[src/rtl/dram_arb_pkg.sv]
// Shared types and widths for the two-port data RAM arbiter.
package dram_arb_pkg;

  typedef enum logic [1:0] {
    OWN_NONE = 2'd0,
    OWN_CORE = 2'd1,
    OWN_DMA  = 2'd2
  } owner_t;

  localparam int unsigned CNTW = 8;

endpackage

[src/rtl/dram_arbiter_rr_pick.sv]
// Combinational 2-way round-robin selector with a bounded burst lock.
// req[0] / gnt[0] is the core, req[1] / gnt[1] is the DMA; last = 1 means DMA won last.
import dram_arb_pkg::*;

module rr_pick (
  input  logic [1:0]      req,
  input  owner_t          owner,
  input  logic            last,
  input  logic [CNTW-1:0] cnt,
  input  logic [CNTW-1:0] maxburst,
  output logic [1:0]      gnt
);

  logic burst_open;

  always_comb begin
    gnt        = 2'b00;
    burst_open = (cnt < maxburst);
    // An owner keeps the RAM until its burst is spent, or forever if the other side is idle
    if (owner == OWN_CORE && req[0] && (burst_open || !req[1])) begin
      gnt = 2'b01;
    end else if (owner == OWN_DMA && req[1] && (burst_open || !req[0])) begin
      gnt = 2'b10;
    end else if (req == 2'b11) begin
      gnt = last ? 2'b01 : 2'b10;
    end else begin
      gnt = req;
    end
  end

endmodule

[src/rtl/dram_arbiter.sv]
// Arbitrates the single-port data RAM between the core (port 0) and the JPEG DMA (port 1),
// drives the RAM and steers the 1-cycle read return back to the requester that issued it.
import dram_arb_pkg::*;

module dram_arbiter #(
  parameter int unsigned WIDTH    = 32,
  parameter int unsigned ADDRW    = 32,
  parameter int unsigned MAXBURST = 8
) (
  input  logic             clock,
  input  logic             nreset,
  input  logic             core_req,
  input  logic             core_we,
  input  logic [ADDRW-1:0] core_addr,
  input  logic [WIDTH-1:0] core_wdata,
  output logic             core_gnt,
  output logic             core_rvalid,
  input  logic             dma_req,
  input  logic             dma_we,
  input  logic [ADDRW-1:0] dma_addr,
  input  logic [WIDTH-1:0] dma_wdata,
  output logic             dma_gnt,
  output logic             dma_rvalid,
  output logic [WIDTH-1:0] rdata,
  output logic             ram_en,
  output logic             ram_we,
  output logic [ADDRW-1:0] ram_addr,
  output logic [WIDTH-1:0] ram_wdata,
  input  logic [WIDTH-1:0] ram_rdata
);

  localparam logic [CNTW-1:0] MAXB = CNTW'(MAXBURST);

  owner_t          owner;
  logic            last;
  logic [CNTW-1:0] cnt;
  logic            rtag_core;
  logic            rtag_dma;
  logic [1:0]      pick;

  rr_pick u_pick (
    .req      ({dma_req, core_req}),
    .owner    (owner),
    .last     (last),
    .cnt      (cnt),
    .maxburst (MAXB),
    .gnt      (pick)
  );

  // Grants are combinational; force them low while reset is held
  assign core_gnt = pick[0] & nreset;
  assign dma_gnt  = pick[1] & nreset;

  always_comb begin
    ram_en    = core_gnt | dma_gnt;
    ram_we    = 1'b0;
    ram_addr  = '0;
    ram_wdata = '0;
    if (core_gnt) begin
      ram_we    = core_we;
      ram_addr  = core_addr;
      ram_wdata = core_wdata;
    end else if (dma_gnt) begin
      ram_we    = dma_we;
      ram_addr  = dma_addr;
      ram_wdata = dma_wdata;
    end
  end

  always_ff @(posedge clock or negedge nreset) begin
    if (!nreset) begin
      owner     <= OWN_NONE;
      last      <= 1'b1;
      cnt       <= '0;
      rtag_core <= 1'b0;
      rtag_dma  <= 1'b0;
    end else begin
      rtag_core <= core_gnt & ~core_we;
      rtag_dma  <= dma_gnt & ~dma_we;
      if (core_gnt) begin
        owner <= OWN_CORE;
        if (owner == OWN_CORE) begin
          if (cnt < MAXB) cnt <= cnt + CNTW'(1);
        end else begin
          cnt  <= CNTW'(1);
          last <= 1'b0;
        end
      end else if (dma_gnt) begin
        owner <= OWN_DMA;
        if (owner == OWN_DMA) begin
          if (cnt < MAXB) cnt <= cnt + CNTW'(1);
        end else begin
          cnt  <= CNTW'(1);
          last <= 1'b1;
        end
      end else begin
        owner <= OWN_NONE;
        cnt   <= '0;
      end
    end
  end

  assign core_rvalid = rtag_core;
  assign dma_rvalid  = rtag_dma;
  assign rdata       = nreset ? ram_rdata : '0;

endmodule

[config.mk]
export PLATFORM = sky130hd
export DESIGN_NAME = dram_arbiter
export DESIGN_NICKNAME = d
export VERILOG_FILES = /design/src/rtl/dram_arb_pkg.sv /design/src/rtl/dram_arbiter_rr_pick.sv /design/src/rtl/dram_arbiter.sv
export SDC_FILE = /design/constraint.sdc
export NUM_CORES = 1
export LEC_CHECK = 0
export CAP_MARGIN = 30
export CORE_AREA = 4 4 101 103
export CTS_CLUSTER_SIZE = 30
export DETAILED_ROUTE_END_ITERATION = 16
export DIE_AREA = 0 0 105 107
export GPL_TIMING_DRIVEN = 0
export PLACE_DENSITY = 0.8
export SYNTH_ARGS = -nofsm -noshare
export SYNTH_HDL_FRONTEND = slang
export SYNTH_HIERARCHICAL = 1
export SYNTH_SLANG_ARGS = --single-unit
[constraint.sdc]
create_clock -name clock -period 7.2 [get_ports clock]
set_clock_uncertainty 0.2 [all_clocks]
set_input_delay 1.44 -clock clock [delete_from_list [all_inputs] [get_ports clock]]
set_output_delay 1.44 -clock clock [all_outputs]
set_load 0.03 [all_outputs]
==> results.py <==
metrics = {
    "synth": {
        "syn_area_per_cell_sq_um": 8.139,
        "ys_seq_elements": 13,
        "ys_seq_area_frac": 0.1929,
        "synth-edff-count": 0,
        "synth_commonest_cells": "65 x a22o_1, 35 x and2_1, 14 x inv_1, 12 x clkbuf_1, 12 x dfrtp_1",
        "synth_area_sq_um": 1693,
        "post_synth_num_cell_types": 36,
        "ys.flop_type": "dfrtp_1",
        "yosysWarnings": 6,
        "synth-async-reset-ratio": 1.000,
        "synth_top_area_frac": 0.3363,
        "synthCells": 208,
        "synth.most_common_cell": "a22o_1",
        "yosys.area.top_type": "a22o_1",
        "synth_area_leaders": "a22o_1 34%, dfrtp_1 18%, and2_1 13%",
    },
    "layout": {
        "final_nets": 660,
        "area_growth_pct": 170.1,
        "post-route-util": 0.4971,
        "num_antenna_cells": 0,
        "fin_cells": 596,
        "drive_gt1_frac": 0.02680,
    },
    "place": {
        "hpwl_microns": 9060,
        "place.gp.congestion": 0.8981,
        "place_inst": 592,
        "io_buffers": 267,
    },
    "floorplan": {
        "initial_core_util": 0.1841,
        "io_pins": 268,
        "die_y_microns": 107,
        "die-width_microns": 105,
        "std_cell_rows": 35,
        "die_area_sq_um": 11240,
        "core_area_sq_um": 9196,
    },
    "cts": {
        "post_cts_buffers": 0,
        "htree_levels": 1,
        "cts_resized": 0,
        "cts_made_buffers": 3,
        "clockBufferDepth": 2,
        "cts_tree": "built",
        "clk_pin_slew_ns": 0.05,
        "clkLatencyLatePin_ns": 0.24,
        "cts_sinks": 13,
        "cts_root_buf": "clkbuf_8",
        "ctsHoldBuffers": 0,
    },
    "worst_hold_path": {
        "worstHoldPathType": "reg2reg",
    },
    "global_routing": {
        "first_global_vias": 2939,
        "grt_usage": 0.1657,
        "grt_pass1_wl_microns": 15150,
        "grt_max_degree": 17,
        "overflow": 0,
        "antenna_found_initial": 0,
    },
    "sta": {
        "final-hold-violation-count": 0,
        "worst_slew_pin_slew_ns": 0.6637,
        "rsz0062_at_grt": "no",
        "fin_setup_tns_ns": 0,
        "period_needed_ns": 6.204,
        "drv_slew": 0,
        "slew_headroom": 0.5546,
        "finalCritPeriodShare": 0.8616,
        "setup_viol_count_final": 0,
        "fmax_ghz": 0.1612,
    },
    "drt": {
        "drt-initial-drc-count": 153,
        "ant_nets": 0,
        "dr.pass1.iters": 4,
        "via_per_inst": 4.661,
        "postRouteWirelength_microns": 10210,
        "route.vias.total": 2778,
        "drc": 0,
        "routedWlPerCell_microns": 17.13,
    },
    "setup_path": {
        "start_kind": "input port",
        "critPathMaxFanout": 10,
        "crit_required_ns": 5.56,
        "critPathKind": "in2out",
        "endpoint_kind": "primary output",
        "worst_ep_arrival_time_ns": 4.56,
    },
    "job": {
        "cap_violations": 0,
    },
    "power_and_ir_drop": {
        "peakVddDrop_uv": 55.53,
        "power_leakage_nw": 1.821,
        "powerDensity_nw_per_um2": 127.3,
    },
    "run_status": {
        "outcome": "complete, no violations",
    },
}
## per-stage QoR
step           power [W]  hold WS (ns)  worst slack (ns)  area, sq um
5_1_grt        0.0006123        0.3948            0.7380         4572
3_5_place_dp   0.0005196        0.3433             1.010         4527
3_3_place_gp   0.0005145        0.3450             1.094         4527
6_report       0.0005818        0.3570            0.9962         4572
2_1_floorplan  0.0002987        0.2925             2.402         1715
4_1_cts        0.0005866        0.3588            0.9825         4572
## sequential cells by signal, indices dropped and copies added, names as in the netlist
register     cells
last             1
core_rvalid      1
cnt              8
owner            2
dma_rvalid       1
## cell type report
type                            count  area [sq um]
Tap cell                          111         138.9
Timing Repair Buffer              267          2673
Sequential cell                    13         326.6
Buffer                             19         80.08
Inverter                           14         52.55
Clock buffer                        4         45.04
Multi-Input combinational cell    168          1256
Fill cell                         868          4624
## cells by family (layout without fill, tap and decap cells)
family / count (synthesis) / after routing / share of synthesized area
other: 2 / 8 / 0.004436
buffers and inverters: 33 / 304 / 0.07835
AND/OR/NAND/NOR: 61 / 61 / 0.2254
adder cells (fa/ha/maj): 8 / 8 / 0.05913
flip-flops: 13 / 13 / 0.1929
AO/OA/AOI/OAI: 91 / 91 / 0.4398
## layer usage
metal,GRT usage,wire length (microns),part of all wire
met1,0.1651,3549,0.35
met2,0.3226,5381,0.53
met3,0.05178,1050,0.10
met4,0.05623,225,0.022
met5,0,0,0
## worst paths after layout
check,start,endpoint,slack (ns),cells past startpoint
setup reg to reg,cnt[1]$_DFF_PN0_,last$_DFFE_PN1P_,4.14,9
min in group asynchronous,nreset,cnt[1]$_DFF_PN0_,1.41,1
setup / recovery,dma_req,ram_addr[21],1.0,10
hold / removal,cnt[5]$_DFF_PN0_,cnt[5]$_DFF_PN0_,0.36,1
max in group asynchronous,nreset,dma_rvalid$_DFF_PN0_,4.96,1
hold reg to reg,cnt[5]$_DFF_PN0_,cnt[5]$_DFF_PN0_,0.36,1
## worst max-delay path, cell delays in order
cell and delay [ns]:
clkdlybuf4s50_1 0.47, nand3_1 0.11, a311oi_1 0.05, a311oi_1 0.59, nand2_1 0.20, inv_1 0.15
buf_2 0.25, buf_1 0.36, a22o_1 0.21, clkdlybuf4s50_1 0.71
## power by group
part	internal (W)	switching (W)	leakage, nW
Clock	0.0000391	0.0000250	0.0228
Sequential	0.0000817	0.00000815	0.174
Combinational	0.000218	0.000210	1.62
Total	0.000339	0.000243	1.82
## layout by cell type (no fill, tap or decap), drive strengths merged
master         netlist  layout
a2111o               1       1
a21oi                6       6
a22o                65      65
a22oi                1       1
a311oi               4       4
a31o                 1       1
a31oi                1       1
and2                36      36
and3                 1       1
and3b                2       2
and4bb               1       1
buf                  7       7
clkbuf              12      16
clkdlybuf4s50        0     267
conb                 2       8
dfrtp               12      12
dfstp                1       1
ha                   8       8
inv                 14      14
nand2                5       5
nand2b               3       3
nand3                3       3
nand4                1       1
nor2                 4       4
nor2b                1       1
nor4                 1       1
o211ai               3       3
o21a                 2       2
o21ai                6       6
o311ai               1       1
or2b                 1       1
or3                  1       1
or4                  1       1
No activity file was read; power rests on OpenSTA's default activity.
